File: src/rtl/fetch_stage_if.sv
// Instruction-memory request/acknowledge bus between the IF stage and imem.
interface fetch_stage_if;
  logic        imem_req;
  logic [31:0] imem_addr;
  logic        imem_ack;
  logic [31:0] imem_rdata;

  modport master (
    output imem_req,
    output imem_addr,
    input  imem_ack,
    input  imem_rdata
  );

  modport slave (
    input  imem_req,
    input  imem_addr,
    output imem_ack,
    output imem_rdata
  );
endinterface

File: src/rtl/fetch_stage.sv
// IF stage: owns the PC, fetches over the imem req/ack bus and loads IF/ID.
// Redirects never squash: the word fetched while the branch sits in ID is
// the delay slot and is always delivered.
//
// state   | meaning
// --------+-----------------------------------------------------------
// S_FETCH | request outstanding at pc; waiting for imem_ack
// S_HOLD  | word acked during a stall, parked in the hold buffer
module fetch_stage #(
  parameter logic [31:0] RESET_PC = 32'h0000_0000
) (
  input  logic                clock,
  input  logic                reset,
  input  logic                fw_if_id_stall,
  input  logic                id_if_selfontepc,
  input  logic [1:0]          id_if_seltipopc,
  input  logic [31:0]         id_if_pcimd2ext,
  input  logic [31:0]         id_if_pcindex,
  input  logic [31:0]         id_if_rega,
  fetch_stage_if.master       imem,
  output logic [31:0]         if_id_instrucao,
  output logic [31:0]         if_id_proximopc,
  output logic                if_id_valid
);

  typedef enum logic {S_FETCH, S_HOLD} state_t;

  state_t      state, state_nxt;
  logic [31:0] pc, pc_plus4, tgt, next_pc;
  logic [31:0] hold_instr, hold_pc4, redir_tgt;
  logic        redir_pending, redirect_now;
  logic        load_fetch, load_hold, bubble, capture_hold, pc_update;

  assign pc_plus4       = pc + 32'd4;
  assign imem.imem_addr = pc;
  assign redirect_now   = id_if_selfontepc && !fw_if_id_stall && (id_if_seltipopc != 2'b11);
  assign pc_update      = load_fetch || load_hold;

  // Redirect target select; JR/JALR targets are forced word-aligned.
  always_comb begin
    tgt = id_if_pcimd2ext;
    case (id_if_seltipopc)
      2'b00:   tgt = id_if_pcimd2ext;
      2'b01:   tgt = id_if_pcindex;
      2'b10:   tgt = {id_if_rega[31:2], 2'b00};
      default: tgt = id_if_pcimd2ext;
    endcase
  end

  // Next PC: a live redirect wins over a parked one, otherwise sequential.
  always_comb begin
    next_pc = pc_plus4;
    if (redirect_now)       next_pc = tgt;
    else if (redir_pending) next_pc = redir_tgt;
  end

  // FSM next-state and IF/ID load decisions.
  always_comb begin
    state_nxt     = state;
    imem.imem_req = 1'b0;
    load_fetch    = 1'b0;
    load_hold     = 1'b0;
    bubble        = 1'b0;
    capture_hold  = 1'b0;
    case (state)
      S_FETCH: begin
        imem.imem_req = !reset;
        if (imem.imem_ack) begin
          if (fw_if_id_stall) begin
            capture_hold = 1'b1;
            state_nxt    = S_HOLD;
          end else begin
            load_fetch = 1'b1;
          end
        end else if (!fw_if_id_stall) begin
          bubble = 1'b1;
        end
      end
      S_HOLD: begin
        if (!fw_if_id_stall) begin
          load_hold = 1'b1;
          state_nxt = S_FETCH;
        end
      end
      default: state_nxt = S_FETCH;
    endcase
  end

  // State register.
  always_ff @(posedge clock) begin
    if (reset) state <= S_FETCH;
    else       state <= state_nxt;
  end

  // PC, IF/ID, hold buffer and parked-redirect registers.
  always_ff @(posedge clock) begin
    if (reset) begin
      pc              <= RESET_PC;
      if_id_instrucao <= 32'd0;
      if_id_proximopc <= 32'd0;
      if_id_valid     <= 1'b0;
      hold_instr      <= 32'd0;
      hold_pc4        <= 32'd0;
      redir_pending   <= 1'b0;
      redir_tgt       <= 32'd0;
    end else begin
      if (pc_update) pc <= next_pc;

      if (load_fetch) begin
        if_id_instrucao <= imem.imem_rdata;
        if_id_proximopc <= pc_plus4;
        if_id_valid     <= 1'b1;
      end else if (load_hold) begin
        if_id_instrucao <= hold_instr;
        if_id_proximopc <= hold_pc4;
        if_id_valid     <= 1'b1;
      end else if (bubble) begin
        if_id_instrucao <= 32'd0;
        if_id_proximopc <= 32'd0;
        if_id_valid     <= 1'b0;
      end

      if (capture_hold) begin
        hold_instr <= imem.imem_rdata;
        hold_pc4   <= pc_plus4;
      end

      // A redirect seen while no PC update happens is parked until the next one.
      if (pc_update) begin
        redir_pending <= 1'b0;
      end else if (redirect_now) begin
        redir_pending <= 1'b1;
        redir_tgt     <= tgt;
      end
    end
  end

endmodule

File: src/flat_wrapper.sv
// flat-port wrapper written by rule: the top's interface ports become plain ports
module fetch_stage_flat 
#(
  parameter logic [31:0] RESET_PC = 32'h0000_0000
)
  (clock, reset, fw_if_id_stall, id_if_selfontepc, id_if_seltipopc, id_if_pcimd2ext, id_if_pcindex, id_if_rega, if_id_instrucao, if_id_proximopc, if_id_valid, imem_imem_req, imem_imem_addr, imem_imem_ack, imem_imem_rdata);
  fetch_stage_if imem_i ();
  input  logic clock;
  input  logic reset;
  input  logic fw_if_id_stall;
  input  logic id_if_selfontepc;
  input  logic [1:0] id_if_seltipopc;
  input  logic [31:0] id_if_pcimd2ext;
  input  logic [31:0] id_if_pcindex;
  input  logic [31:0] id_if_rega;
  output logic [31:0] if_id_instrucao;
  output logic [31:0] if_id_proximopc;
  output logic if_id_valid;
  output wire logic [$bits(imem_i.imem_req)-1:0] imem_imem_req;
  output wire logic [$bits(imem_i.imem_addr)-1:0] imem_imem_addr;
  input wire logic [$bits(imem_i.imem_ack)-1:0] imem_imem_ack;
  input wire logic [$bits(imem_i.imem_rdata)-1:0] imem_imem_rdata;
  assign imem_imem_req = imem_i.imem_req;
  assign imem_imem_addr = imem_i.imem_addr;
  assign imem_i.imem_ack = imem_imem_ack;
  assign imem_i.imem_rdata = imem_imem_rdata;
  fetch_stage #(.RESET_PC(RESET_PC)) u_core (.clock(clock), .reset(reset), .fw_if_id_stall(fw_if_id_stall), .id_if_selfontepc(id_if_selfontepc), .id_if_seltipopc(id_if_seltipopc), .id_if_pcimd2ext(id_if_pcimd2ext), .id_if_pcindex(id_if_pcindex), .id_if_rega(id_if_rega), .imem(imem_i), .if_id_instrucao(if_id_instrucao), .if_id_proximopc(if_id_proximopc), .if_id_valid(if_id_valid));
endmodule
File: config.mk
export PLATFORM = sky130hd
export DESIGN_NAME = fetch_stage_flat
export DESIGN_NICKNAME = d
export VERILOG_FILES = /design/src/rtl/fetch_stage_if.sv /design/src/rtl/fetch_stage.sv /design/src/flat_wrapper.sv
export SDC_FILE = /design/constraint.sdc
export NUM_CORES = 1
export LEC_CHECK = 0
export ABC_AREA = 1
export BUFFER_PORTS_ARGS = -buffer_cell sky130_fd_sc_hd__buf_2
export CAP_MARGIN = 20
export CORE_MARGIN = 4
export CORE_UTILIZATION = 48
export DETAILED_ROUTE_END_ITERATION = 8
export PLACE_DENSITY = 0.8
export SLEW_MARGIN = 15
export SYNTH_ARGS = -nofsm -noshare
export SYNTH_HDL_FRONTEND = slang
export SYNTH_SLANG_ARGS = --single-unit
File: constraint.sdc
create_clock -name clock -period 1.6 [get_ports clock]
set_input_delay 0.16 -clock clock [delete_from_list [all_inputs] [get_ports clock]]
set_output_delay 0.16 -clock clock [all_outputs]
set_load 0.01 [all_outputs]
==> flow_summary.html, run 1 <==
<table>
<tr><th>Metric</th><th>Value</th></tr>
<tr><th colspan="2">Critical path</th></tr>
<tr><td>Worst EP required</td><td>1.97 ns</td></tr>
<tr><td>Critical Path Start Type</td><td>register</td></tr>
<tr><td>Reg2reg start</td><td>u_core.imem.imem_addr[3]</td></tr>
<tr><td>R2R cell count</td><td>9</td></tr>
<tr><td>Beginning of the critical path</td><td>u_core.imem.imem_addr[3]</td></tr>
<tr><td>Arr. time, crit path</td><td>2.00 ns</td></tr>
<tr><td>CP Capture Type</td><td>register</td></tr>
<tr><td>Largest fanout of any net on the critical path</td><td>5</td></tr>
<tr><td>Worst setup path category</td><td>reg2reg</td></tr>
<tr><th colspan="2">Synth</th></tr>
<tr><td>Netlist area before placement</td><td>approximately 9200 um^2</td></tr>
<tr><td>Number of flip-flops and latches in the synthesized netlist</td><td>195</td></tr>
<tr><td>Synthesized-area fraction occupied by ao, oa, aoi and oai cells</td><td>20.1%</td></tr>
<tr><td>Mux share of post-synthesis cell area</td><td>0%</td></tr>
<tr><td>Simple-gate area share of the yosys netlist</td><td>28.0%</td></tr>
<tr><td>Post-synthesis cell count</td><td>1320</td></tr>
<tr><td>Post-synth cell types</td><td>37</td></tr>
<tr><td>Area share of the leading cell type in the synthesized netlist</td><td>42.6%</td></tr>
<tr><td>Top cells by area in the synthesized netlist</td><td>sky130_fd_sc_hd__dfxtp_1 43%, sky130_fd_sc_hd__nand2_1 17%, sky130_fd_sc_hd__a21oi_1 8.7%</td></tr>
<tr><td>Nets in the synthesized netlist</td><td>between 1000 and 1500</td></tr>
<tr><td>Ys Warns</td><td>0</td></tr>
<tr><td>Sequential-to-total area share from yosys stat</td><td>42.6%</td></tr>
<tr><td>Main combinational cell family by area after synthesis</td><td>simple AND/OR/NAND/NOR gates</td></tr>
<tr><td>Area share of xor/xnor cells in the synthesized design</td><td>~1.7%</td></tr>
<tr><td>Mapped Avg Cell Area</td><td>6.93 um^2</td></tr>
<tr><td>Fraction of the mapped netlist area in adder cells</td><td>0.547%</td></tr>
<tr><td>Biggest area consumer among synthesized cells</td><td>sky130_fd_sc_hd__dfxtp_1</td></tr>
<tr><th colspan="2">Detailed routing</th></tr>
<tr><td>DR WL met3</td><td>1860 um</td></tr>
<tr><td>Via count</td><td>slightly above 10000</td></tr>
<tr><td>Router iterations before antenna repair</td><td>8</td></tr>
<tr><td>Top layer reached by signal wires</td><td>met4</td></tr>
<tr><td>Met2 routed WL</td><td>approximately 14000 um</td></tr>
<tr><td>Routed metal-1 wirelength</td><td>12200 um</td></tr>
<tr><td>Via count normalized by instance count</td><td>5.43</td></tr>
<tr><td>Final ANT Viol Nets</td><td>0</td></tr>
<tr><td>Remaining design rule violation count</td><td>0</td></tr>
<tr><td>DRC marker count from the first detailed-route iteration</td><td>841</td></tr>
<tr><td>Drt total wl</td><td>between 20000 and 30000 um</td></tr>
<tr><td>Average detailed-routed wire length per instance</td><td>15.7 um</td></tr>
<tr><th colspan="2">Clock network</th></tr>
<tr><td>Maximum level of the CTS H-tree</td><td>4</td></tr>
<tr><td>Root buffer selected by CTS</td><td>sky130_fd_sc_hd__clkbuf_16</td></tr>
<tr><td>Number of clock buffers inserted by TritonCTS</td><td>17</td></tr>
<tr><td>TritonCTS clock tree</td><td>built</td></tr>
<tr><td>Source-to-sink clock delay at the later pin of the worst-skew pair</td><td>0.44 ns</td></tr>
<tr><td>CTS max path bufs</td><td>2</td></tr>
<tr><td>Clk sinks</td><td>195</td></tr>
<tr><td>CTS clk-pin slew, worst paths</td><td>0.08 ns</td></tr>
<tr><th colspan="2">Timing</th></tr>
<tr><td>Final critical-path required period</td><td>1.63 ns</td></tr>
<tr><td>Headroom to the max-slew limit</td><td>71.8%</td></tr>
<tr><td>Final period util</td><td>102%</td></tr>
<tr><td>Transition time at the pin with the least slew margin</td><td>approximately 0.42 ns</td></tr>
<tr><td>RSZ-0062 raised after global routing</td><td>yes</td></tr>
<tr><td>Final worst clock skew</td><td>roughly 0.014 ns</td></tr>
<tr><td>Final max-slew violation count</td><td>0</td></tr>
<tr><td>Setup-failing EPs final</td><td>8</td></tr>
<tr><td>TNS Setup</td><td>-0.121 ns</td></tr>
<tr><td>Setup slack of the critical path after layout</td><td>-0.0293 ns</td></tr>
<tr><td>Highest achievable clock rate</td><td>614 MHz</td></tr>
<tr><td>Final Hold Vio Count</td><td>0</td></tr>
<tr><th colspan="2">Final layout</th></tr>
<tr><td>Final layout net count</td><td>approximately 1800</td></tr>
<tr><td>Layout cells sized above 1</td><td>28.7%</td></tr>
<tr><td>N_diodes</td><td>0</td></tr>
<tr><td>Util after Layout</td><td>between 60% and 70%</td></tr>
<tr><td>Filler cell count in the final layout</td><td>1624</td></tr>
<tr><td>Layout Area Growth over Synthesis</td><td>34.8%</td></tr>
<tr><th colspan="2">Floorplanning</th></tr>
<tr><td>IO Pins</td><td>around 230</td></tr>
<tr><td>Die outline area</td><td>21300 um^2</td></tr>
<tr><td>Floorplan Core Area</td><td>18700 um^2</td></tr>
<tr><td>Horiz. Die Dim</td><td>146 um</td></tr>
<tr><td>Count of standard-cell rows</td><td>50</td></tr>
<tr><td>Initial standard-cell utilization of the core</td><td>between 40% and 50%</td></tr>
<tr><td>Vertical die dimension</td><td>146 um</td></tr>
<tr><th colspan="2">Global routing</th></tr>
<tr><td>Initial antenna violation count</td><td>0</td></tr>
<tr><td>Number of global-route vias before repair</td><td>9200</td></tr>
<tr><td>Pin count of the biggest net entering global routing</td><td>74</td></tr>
<tr><td>Global-route wire length before repair</td><td>46500 um</td></tr>
<tr><td>Aggregate global-route resource usage</td><td>26.3%</td></tr>
<tr><td>Total global routing overflow</td><td>0</td></tr>
<tr><th colspan="2">Power and ir drop</th></tr>
<tr><td>Design Power</td><td>about 12000 uW</td></tr>
<tr><td>Maximum vdd ir drop</td><td>0.000757 V</td></tr>
<tr><td>Leakage</td><td>approximately 0.0055 uW</td></tr>
<tr><td>Pwr Density</td><td>940 nW/um^2</td></tr>
<tr><th colspan="2">Min path</th></tr>
<tr><td>Hold Path Class</td><td>in2reg</td></tr>
<tr><td>Critical hold path startpoint</td><td>id_if_pcindex[17]</td></tr>
<tr><td>Worst hold path stage count</td><td>3</td></tr>
<tr><th colspan="2">Job</th></tr>
<tr><td>Count of maximum capacitance violations</td><td>0</td></tr>
<tr><th colspan="2">Run status</th></tr>
<tr><td>Result of the run</td><td>complete, but fails checks</td></tr>
<tr><td>Failing checks</td><td>negative setup slack</td></tr>
<tr><th colspan="2">Placed design</th></tr>
<tr><td>Post-DP HPWL</td><td>roughly 20000 um</td></tr>
<tr><td>Number of buffer cells added on primary ports</td><td>230</td></tr>
<tr><td>Final GP Congestion</td><td>0.986</td></tr>
</table>
-- flip-flops by register name, indices dropped and copies added, names as in the netlist --
signal                  count
u_core.hold_instr          32
u_core.if_id_valid          1
u_core.imem.imem_addr      32
u_core.state                1
u_core.if_id_proximopc     32
u_core.hold_pc4            32
u_core.redir_tgt           32
u_core.if_id_instrucao     32
u_core.redir_pending        1
-- Yosys cell counts --
master,count
sky130_fd_sc_hd__buf_2,31
sky130_fd_sc_hd__nand3_2,1
sky130_fd_sc_hd__o31ai_1,3
sky130_fd_sc_hd__ha_1,4
sky130_fd_sc_hd__o21bai_1,1
sky130_fd_sc_hd__buf_4,6
sky130_fd_sc_hd__dfxtp_1,195
sky130_fd_sc_hd__o21ai_0,101
sky130_fd_sc_hd__a31oi_1,16
sky130_fd_sc_hd__inv_1,61
sky130_fd_sc_hd__nor3_1,2
sky130_fd_sc_hd__xor2_1,7
sky130_fd_sc_hd__o211ai_1,2
sky130_fd_sc_hd__nor2_8,1
sky130_fd_sc_hd__inv_2,5
sky130_fd_sc_hd__buf_1,6
sky130_fd_sc_hd__a22oi_1,41
sky130_fd_sc_hd__nor2_1,130
sky130_fd_sc_hd__nand3b_1,8
sky130_fd_sc_hd__buf_6,1
sky130_fd_sc_hd__clkinv_1,1
sky130_fd_sc_hd__a22o_1,2
sky130_fd_sc_hd__nor2_2,9
sky130_fd_sc_hd__nor2_4,10
sky130_fd_sc_hd__o21ai_1,1
sky130_fd_sc_hd__a211oi_1,4
sky130_fd_sc_hd__xnor2_1,3
sky130_fd_sc_hd__o32ai_1,2
sky130_fd_sc_hd__nand2_2,3
sky130_fd_sc_hd__clkbuf_1,41
sky130_fd_sc_hd__o211ai_2,1
sky130_fd_sc_hd__and2_1,2
sky130_fd_sc_hd__a21oi_1,160
sky130_fd_sc_hd__nand3_1,38
sky130_fd_sc_hd__nand2_4,3
sky130_fd_sc_hd__xor2_2,4
sky130_fd_sc_hd__nand2_1,414
-- per-layer routing --
metal	global-route usage, %	up-vias
li1	-	4909
met1	34.7	4747
met2	44.6	385
met3	4.66	46
met4	7.34	0
met5	0	-
-- layout by cell type, fill, tap and decap left out, types with 3 or more instances in the layout --
cell | synthesis | routed
sky130_fd_sc_hd__nand3_1 | 38 | 35
sky130_fd_sc_hd__ha_1 | 4 | 3
sky130_fd_sc_hd__nand3_2 | 1 | 4
sky130_fd_sc_hd__xor2_2 | 4 | 3
sky130_fd_sc_hd__dfxtp_2 | 0 | 9
sky130_fd_sc_hd__inv_1 | 61 | 58
sky130_fd_sc_hd__dfxtp_1 | 195 | 182
sky130_fd_sc_hd__a31oi_1 | 16 | 16
sky130_fd_sc_hd__nand2_2 | 3 | 21
sky130_fd_sc_hd__xor2_1 | 7 | 4
sky130_fd_sc_hd__nor2_1 | 130 | 122
sky130_fd_sc_hd__clkbuf_16 | 0 | 17
sky130_fd_sc_hd__a211oi_1 | 4 | 4
sky130_fd_sc_hd__nand2_1 | 414 | 394
sky130_fd_sc_hd__a21oi_2 | 0 | 16
sky130_fd_sc_hd__xnor2_1 | 3 | 3
sky130_fd_sc_hd__o31ai_1 | 3 | 3
sky130_fd_sc_hd__a22oi_1 | 41 | 41
sky130_fd_sc_hd__nor2_4 | 10 | 14
sky130_fd_sc_hd__buf_4 | 6 | 83
sky130_fd_sc_hd__inv_8 | 0 | 4
sky130_fd_sc_hd__nand2_4 | 3 | 5
sky130_fd_sc_hd__inv_6 | 0 | 3
sky130_fd_sc_hd__dlygate4sd3_1 | 0 | 33
sky130_fd_sc_hd__buf_12 | 0 | 11
sky130_fd_sc_hd__xor2_4 | 0 | 4
sky130_fd_sc_hd__o21ai_1 | 1 | 9
sky130_fd_sc_hd__o21ai_0 | 101 | 88
sky130_fd_sc_hd__nand3b_1 | 8 | 8
sky130_fd_sc_hd__o21ai_2 | 0 | 5
sky130_fd_sc_hd__a21oi_1 | 160 | 144
sky130_fd_sc_hd__buf_2 | 31 | 229
sky130_fd_sc_hd__nor2_2 | 9 | 13
sky130_fd_sc_hd__inv_2 | 5 | 5
sky130_fd_sc_hd__dfxtp_4 | 0 | 4
-- repair_timing --
item,in CTS,in global routing
hold endpoints to repair,34,0
pin swaps,12,41
gates resized for setup,26,75
hold buffers,33,0
endpoints found under the setup margin,46,82
setup buffers,5,4
gates cloned,0,0
-- per-stage QoR --
stage | std cells | area (um^2) | hold slack, ns | setup WS, ns
floorplan | 1320 | 9150 | 0.308 | 0.0258
global placement | 1786 | 11000 | 0.426 | -0.0632
detailed placement | 1786 | 11000 | 0.429 | -0.101
CTS | 1856 | 12100 | 0.00477 | -0.0471
global route | 1859 | 12300 | 0.0411 | -0.113
finish | 1859 | 12300 | 0.00755 | -0.0293
-- critical path: stages, from the launching register on --
cell and delay [ns]:
sky130_fd_sc_hd__dfxtp_2 0.37, sky130_fd_sc_hd__ha_4 0.16, sky130_fd_sc_hd__nand2_4 0.05, sky130_fd_sc_hd__nor2_4 0.16
sky130_fd_sc_hd__nand2_4 0.13, sky130_fd_sc_hd__nor2_4 0.23, sky130_fd_sc_hd__nand3b_1 0.13, sky130_fd_sc_hd__nand2_2 0.13
sky130_fd_sc_hd__nand2_2 0.07, sky130_fd_sc_hd__a21oi_2 0.13
-- cell type report --
| type | instances | area [um^2] | area share (%) |
|---|---|---|---|
| clock buffers | 18 | 439 | 3.56 |
| multi-input cells | 973 | 4890 | 39.6 |
| well taps | 234 | 293 | 2.37 |
| inverters | 67 | 256 | 2.08 |
| clock inverters | 14 | 185 | 1.50 |
| repair buffers | 358 | 2340 | 19.0 |
| flip-flops and latches | 195 | 3930 | 31.9 |
-- where the power goes --
part	internal (uW)	total, uW	switching [uW]
sequential	5100	5280	175
combinational	765	1820	1050
clock	2430	4500	2070
total	8300	11600	3300
-- cell families after synthesis --
logic type	after synthesis
xor gates and xnor gates	14
and+or+nand+nor	621
DFF	195
buffers and inverters	152
adders and majority gates	4
AOI/OAI and AO/OA	334
-- path summary, 6_finish.rpt --
| check | to | slack, ns |
|---|---|---|
| setup / recovery | u_core.if_id_proximopc[20] | -0.03 |
| hold / removal | u_core.redir_tgt[17] | 0.008 |
| setup reg to reg | u_core.if_id_proximopc[20] | -0.03 |
| hold reg to reg | u_core.if_id_instrucao[0] | 0.46 |
Power figures use the tool's default switching activity.
==> run 2, diff against run 1 <==
--- a/config.mk
+++ b/config.mk
@@ -6,5 +6,4 @@
 export NUM_CORES = 1
 export LEC_CHECK = 0
-export ABC_AREA = 1
 export BUFFER_PORTS_ARGS = -buffer_cell sky130_fd_sc_hd__buf_2
 export CAP_MARGIN = 20
@@ -13,5 +12,5 @@
 export DETAILED_ROUTE_END_ITERATION = 8
 export PLACE_DENSITY = 0.8
-export SLEW_MARGIN = 15
+export SLEW_MARGIN = 20
 export SYNTH_ARGS = -nofsm -noshare
 export SYNTH_HDL_FRONTEND = slang
==> constraint.sdc (replaced) <==
create_clock -name clock -period 1.6 [get_ports clock]
set_input_delay 0.24 -clock clock [delete_from_list [all_inputs] [get_ports clock]]
set_output_delay 0.24 -clock clock [all_outputs]
set_load 0.01 [all_outputs]
==> run 2 against run 1 <==
  * The run still ends with negative setup slack left
  * Highest routed layer unchanged
  * Critical path depth shrank 3
  * Sequential cell count is the same
  * Register-to-register slack lost 0.40 ns
  * Critical endpoint is now u_core.imem.imem_addr[24]
==> flow_summary.html, run 2 <==
<table>
<tr><th>Metric</th><th>Value</th></tr>
<tr><th colspan="2">Timing</th></tr>
<tr><td>Final critical-path required period</td><td>2.03 ns (was 1.63 ns)</td></tr>
<tr><td>Setup slack of the critical path after layout</td><td>-0.428 ns (was -0.0293 ns)</td></tr>
<tr><td>Setup-failing EPs final</td><td>59 (was 8)</td></tr>
<tr><td>Transition time at the pin with the least slew margin</td><td>0.504 ns (was 0.419 ns)</td></tr>
<tr><td>Final Hold Vio Count</td><td>0 (unchanged)</td></tr>
<tr><td>Headroom to the max-slew limit</td><td>66.4% (was 71.8%)</td></tr>
<tr><td>Final worst clock skew</td><td>0.0148 ns (was 0.0139 ns)</td></tr>
<tr><td>Final max-slew violation count</td><td>0 (unchanged)</td></tr>
<tr><td>Highest achievable clock rate</td><td>493 MHz (was 614 MHz)</td></tr>
<tr><td>Final period util</td><td>127% (was 102%)</td></tr>
<tr><td>RSZ-0062 raised after global routing</td><td>yes (unchanged)</td></tr>
<tr><th colspan="2">Global routing</th></tr>
<tr><td>Number of global-route vias before repair</td><td>10100 (was 9200)</td></tr>
<tr><td>Pin count of the biggest net entering global routing</td><td>46 (was 74)</td></tr>
<tr><td>Global-route wire length before repair</td><td>50800 um (was 46500 um)</td></tr>
<tr><td>Aggregate global-route resource usage</td><td>28.0% (was 26.3%)</td></tr>
<tr><td>Initial antenna violation count</td><td>0 (unchanged)</td></tr>
<tr><td>Total global routing overflow</td><td>0 (unchanged)</td></tr>
<tr><th colspan="2">Synth</th></tr>
<tr><td>Post-synth cell types</td><td>59 (was 37)</td></tr>
<tr><td>Asr flop ratio synth</td><td>0% (unchanged)</td></tr>
<tr><td>Area share of the leading cell type in the synthesized netlist</td><td>41.3% (was 42.6%)</td></tr>
<tr><td>Number of flip-flops and latches in the synthesized netlist</td><td>195 (unchanged)</td></tr>
<tr><td>Biggest area consumer among synthesized cells</td><td>sky130_fd_sc_hd__dfxtp_1 (unchanged)</td></tr>
<tr><td>Post-synth EDFFs</td><td>0 (unchanged)</td></tr>
<tr><td>Nets in the synthesized netlist</td><td>1373 (was 1459)</td></tr>
<tr><td>Mapped Avg Cell Area</td><td>7.67 um^2 (was 6.93 um^2)</td></tr>
<tr><td>Main flop type after synthesis</td><td>sky130_fd_sc_hd__dfxtp_1 (unchanged)</td></tr>
<tr><td>Post-synth top cells</td><td>245 x sky130_fd_sc_hd__nand2_1, 195 x sky130_fd_sc_hd__dfxtp_1, 132 x sky130_fd_sc_hd__a21oi_1, 93 x sky130_fd_sc_hd__clkbuf_1, 79 x sky130_fd_sc_hd__o21ai_0 (was 414 x sky130_fd_sc_hd__nand2_1, 195 x sky130_fd_sc_hd__dfxtp_1, 160 x sky130_fd_sc_hd__a21oi_1, 130 x sky130_fd_sc_hd__nor2_1, 101 x sky130_fd_sc_hd__o21ai_0)</td></tr>
<tr><td>Leading cell type by number of instances after synthesis</td><td>sky130_fd_sc_hd__nand2_1 (unchanged)</td></tr>
<tr><td>Sequential-to-total area share from yosys stat</td><td>41.3% (was 42.6%)</td></tr>
<tr><td>Ys Warns</td><td>0 (unchanged)</td></tr>
<tr><td>Netlist area before placement</td><td>9460 um^2 (was 9150 um^2)</td></tr>
<tr><td>Top cells by area in the synthesized netlist</td><td>sky130_fd_sc_hd__dfxtp_1 41%, sky130_fd_sc_hd__nand2_1 9.7%, sky130_fd_sc_hd__a21oi_1 7.0% (was sky130_fd_sc_hd__dfxtp_1 43%, sky130_fd_sc_hd__nand2_1 17%, sky130_fd_sc_hd__a21oi_1 8.7%)</td></tr>
<tr><td>Post-synthesis cell count</td><td>1234 (was 1320)</td></tr>
<tr><th colspan="2">Critical path</th></tr>
<tr><td>Max incr delay on CP</td><td>0.59 ns (was 0.37 ns)</td></tr>
<tr><td>Endpoint of the lowest-slack register-to-register path</td><td>u_core.imem.imem_addr[24] (was u_core.if_id_proximopc[20])</td></tr>
<tr><td>Critical Path Start Type</td><td>register (unchanged)</td></tr>
<tr><td>Arr. time, crit path</td><td>2.36 ns (was 2.00 ns)</td></tr>
<tr><td>Worst EP required</td><td>1.93 ns (was 1.97 ns)</td></tr>
<tr><td>Worst setup path category</td><td>reg2reg (unchanged)</td></tr>
<tr><td>R2R cell count</td><td>6 (was 9)</td></tr>
<tr><td>R2r setup slk</td><td>-0.43 ns (was -0.03 ns)</td></tr>
<tr><td>Cells along the critical path</td><td>nand4_4 &gt; or4_4 &gt; buf_12 &gt; or3_1 &gt; a21oi_1 &gt; a211oi_1 (was ha_4 &gt; nand2_4 &gt; nor2_4 &gt; nand2_4 &gt; nor2_4 &gt; nand3b_1 &gt; nand2_2 &gt; nand2_2 &gt; a21oi_2)</td></tr>
<tr><td>Dominant delay contributor by cell family on the critical path</td><td>simple AND/OR/NAND/NOR gates (unchanged)</td></tr>
<tr><td>Reg2reg start</td><td>u_core.imem.imem_addr[10] (was u_core.imem.imem_addr[3])</td></tr>
<tr><td>Count of buffering cells on the critical path with inverters included</td><td>1 (was 0)</td></tr>
<tr><td>Critical path depth in cells</td><td>6 (was 9)</td></tr>
<tr><td>Beginning of the critical path</td><td>u_core.imem.imem_addr[10] (was u_core.imem.imem_addr[3])</td></tr>
<tr><td>Largest fanout of any net on the critical path</td><td>5 (unchanged)</td></tr>
<tr><td>CP Capture Type</td><td>register (unchanged)</td></tr>
<tr><td>Slowest cell on the critical path</td><td>sky130_fd_sc_hd__or4_4 (was sky130_fd_sc_hd__dfxtp_2)</td></tr>
<tr><th colspan="2">Power and ir drop</th></tr>
<tr><td>Leakage</td><td>0.00596 uW (was 0.00551 uW)</td></tr>
<tr><td>Pwr Density</td><td>878 nW/um^2 (was 940 nW/um^2)</td></tr>
<tr><td>Share of power burned in the clock network</td><td>36.9% (was 38.8%)</td></tr>
<tr><td>Maximum vdd ir drop</td><td>0.000697 V (was 0.000757 V)</td></tr>
<tr><td>Design Power</td><td>11900 uW (was 11600 uW)</td></tr>
<tr><td>Net Sw Frac</td><td>30.0% (was 28.4%)</td></tr>
<tr><td>Pint</td><td>8350 uW (was 8300 uW)</td></tr>
<tr><td>P_sw</td><td>3580 uW (was 3300 uW)</td></tr>
<tr><td>Logic pwr share</td><td>19.1% (was 15.7%)</td></tr>
<tr><td>Sequential power share</td><td>44.1% (was 45.5%)</td></tr>
<tr><th colspan="2">Clock network</th></tr>
<tr><td>Source-to-sink clock delay at the later pin of the worst-skew pair</td><td>0.45 ns (was 0.44 ns)</td></tr>
<tr><td>Number of clock buffers inserted by TritonCTS</td><td>17 (unchanged)</td></tr>
<tr><td>Clk sinks</td><td>195 (unchanged)</td></tr>
<tr><td>CTS clk-pin slew, worst paths</td><td>0.08 ns (about the same)</td></tr>
<tr><td>CTS max path bufs</td><td>2 (unchanged)</td></tr>
<tr><td>Root buffer selected by CTS</td><td>sky130_fd_sc_hd__clkbuf_16 (unchanged)</td></tr>
<tr><td>TritonCTS clock tree</td><td>built (unchanged)</td></tr>
<tr><td>Maximum level of the CTS H-tree</td><td>4 (unchanged)</td></tr>
<tr><th colspan="2">Floorplanning</th></tr>
<tr><td>IO Pins</td><td>233 (unchanged)</td></tr>
<tr><td>Floorplan Core Area</td><td>19400 um^2 (was 18700 um^2)</td></tr>
<tr><td>Die outline area</td><td>22000 um^2 (was 21300 um^2)</td></tr>
<tr><td>Vertical die dimension</td><td>148 um (was 146 um)</td></tr>
<tr><td>Initial standard-cell utilization of the core</td><td>48.8% (was 48.9%)</td></tr>
<tr><td>Count of standard-cell rows</td><td>51 (was 50)</td></tr>
<tr><td>Horiz. Die Dim</td><td>148 um (was 146 um)</td></tr>
<tr><th colspan="2">Detailed routing</th></tr>
<tr><td>Average detailed-routed wire length per instance</td><td>18.4 um (was 15.7 um)</td></tr>
<tr><td>Final ANT Viol Nets</td><td>0 (unchanged)</td></tr>
<tr><td>Via count normalized by instance count</td><td>5.94 (was 5.43)</td></tr>
<tr><td>Router iterations before antenna repair</td><td>6 (was 8)</td></tr>
<tr><td>Remaining design rule violation count</td><td>0 (unchanged)</td></tr>
<tr><td>DRC marker count from the first detailed-route iteration</td><td>1184 (was 841)</td></tr>
<tr><td>Drt total wl</td><td>33500 um (was 29200 um)</td></tr>
<tr><td>Via count</td><td>10800 (was 10100)</td></tr>
<tr><th colspan="2">Min path</th></tr>
<tr><td>Hold endpoint</td><td>u_core.hold_instr[14] (was u_core.redir_tgt[17])</td></tr>
<tr><td>Hold Path Class</td><td>in2reg (unchanged)</td></tr>
<tr><td>Critical hold path startpoint</td><td>imem_imem_rdata[14] (was id_if_pcindex[17])</td></tr>
<tr><td>Worst hold path stage count</td><td>3 (unchanged)</td></tr>
<tr><th colspan="2">Placed design</th></tr>
<tr><td>Number of buffer cells added on primary ports</td><td>230 (unchanged)</td></tr>
<tr><td>Cell area reported after detailed placement</td><td>12100 um^2 (was 11000 um^2)</td></tr>
<tr><td>Final GP Congestion</td><td>0.908 (was 0.986)</td></tr>
<tr><td>Post-DP HPWL</td><td>22100 um (was 19900 um)</td></tr>
<tr><th colspan="2">Final layout</th></tr>
<tr><td>Util after Layout</td><td>70.0% (was 65.9%)</td></tr>
<tr><td>Most frequent cells in the layout</td><td>243 x sky130_fd_sc_hd__nand2_1, 229 x sky130_fd_sc_hd__buf_2, 179 x sky130_fd_sc_hd__dfxtp_1 (was 394 x sky130_fd_sc_hd__nand2_1, 229 x sky130_fd_sc_hd__buf_2, 182 x sky130_fd_sc_hd__dfxtp_1)</td></tr>
<tr><td>Final layout net count</td><td>1685 (was 1751)</td></tr>
<tr><td>Post-route standard cell area excluding fillers</td><td>13600 um^2 (was 12300 um^2)</td></tr>
<tr><td>Layout cells sized above 1</td><td>36.1% (was 28.7%)</td></tr>
<tr><td>Layout Area Growth over Synthesis</td><td>43.6% (was 34.8%)</td></tr>
<tr><td>N_diodes</td><td>0 (unchanged)</td></tr>
<tr><td>Most common library cell in the layout ignoring fill and taps</td><td>sky130_fd_sc_hd__nand2_1 (unchanged)</td></tr>
<tr><th colspan="2">Job</th></tr>
<tr><td>Count of maximum capacitance violations</td><td>0 (unchanged)</td></tr>
<tr><th colspan="2">Run status</th></tr>
<tr><td>Result of the run</td><td>complete, but fails checks (unchanged)</td></tr>
<tr><td>Failing checks</td><td>negative setup slack (unchanged)</td></tr>
</table>
run 2: worst reg2reg max path: stages, from the launching register on:
cell and delay (ns):
sky130_fd_sc_hd__dfxtp_4 0.37, sky130_fd_sc_hd__nand4_4 0.13, sky130_fd_sc_hd__or4_4 0.59, sky130_fd_sc_hd__buf_12 0.17, sky130_fd_sc_hd__or3_1 0.38, sky130_fd_sc_hd__a21oi_1 0.20
sky130_fd_sc_hd__a211oi_1 0.08
run 2: cell type report:
type	count	area, um^2
Fill cell	1383	5810
Timing Repair Buffer	407	2820
Clock inverter	15	181
Clock buffer	17	425
Sequential cell	195	3950
Tap cell	265	332
Multi-Input combinational cell	895	5760
Inverter	30	113
run 2: power by group through the flow:
stage / Combinational [uW] / Clock [uW] / Sequential (uW)
6_report: 2280 / 4400 / 5260
5_1_grt: 2460 / 4610 / 5290
4_1_cts: 2140 / 4400 / 5250
3_5_place_dp: 2060 / 0 / 5360
3_3_place_gp: 2020 / 0 / 5350
2_1_floorplan: 1010 / 0 / 5450
run 2: repair_timing:
item                                    CTS  global route
setup buffers                             7            11
resized for setup                        74            57
pin swaps                                37            45
gates cloned                              1             1
hold buffers                              0             0
endpoints found under the setup margin   62           104
hold endpoints to repair                  0             0
run 2: metrics by stage:
step	setup WS (ns)	setup TNS, ns	instances	hold WS (ns)
after CTS	-0.282	-7.81	1815	0.0323
after global placement	-0.370	-21.94	1775	0.438
after floorplan	-0.341	-8.15	1234	0.376
after detailed placement	-0.441	-25.97	1775	0.443
final	-0.428	-13.77	1824	0.0358
after global routing	-0.510	-17.36	1824	0.0545
run 2: logic make-up (layout without fill, tap and decap cells):
family | count (synthesis) | after routing | synth area share [%]
AOI/OAI and AO/OA | 407 | 407 | 27.9
xor gates and xnor gates | 22 | 22 | 2.04
adders and majority gates | 4 | 4 | 0.529
buffers and inverters | 144 | 469 | 5.91
DFF | 195 | 195 | 41.3
muxes | 5 | 5 | 0.529
and+or+nand+nor | 457 | 457 | 21.9
run 2: per-layer routing:
layer	track usage (%)	vias up	wire (um)
li1	-	5013	-
met1	36.7	5050	13500
met2	45.5	660	15700
met3	5.91	120	3150
met4	11.0	0	1270
met5	0	-	0
run 2: how the worst max path moves through the flow:
stage / end / slack, ns
2_1_floorplan: u_core.imem.imem_addr[15] / -0.34
3_3_place_gp: u_core.imem.imem_addr[15] / -0.37
3_5_place_dp: u_core.imem.imem_addr[28] / -0.44
4_1_cts: u_core.imem.imem_addr[20] / -0.28
5_1_grt: u_core.imem.imem_addr[24] / -0.51
6_report: u_core.imem.imem_addr[24] / -0.43
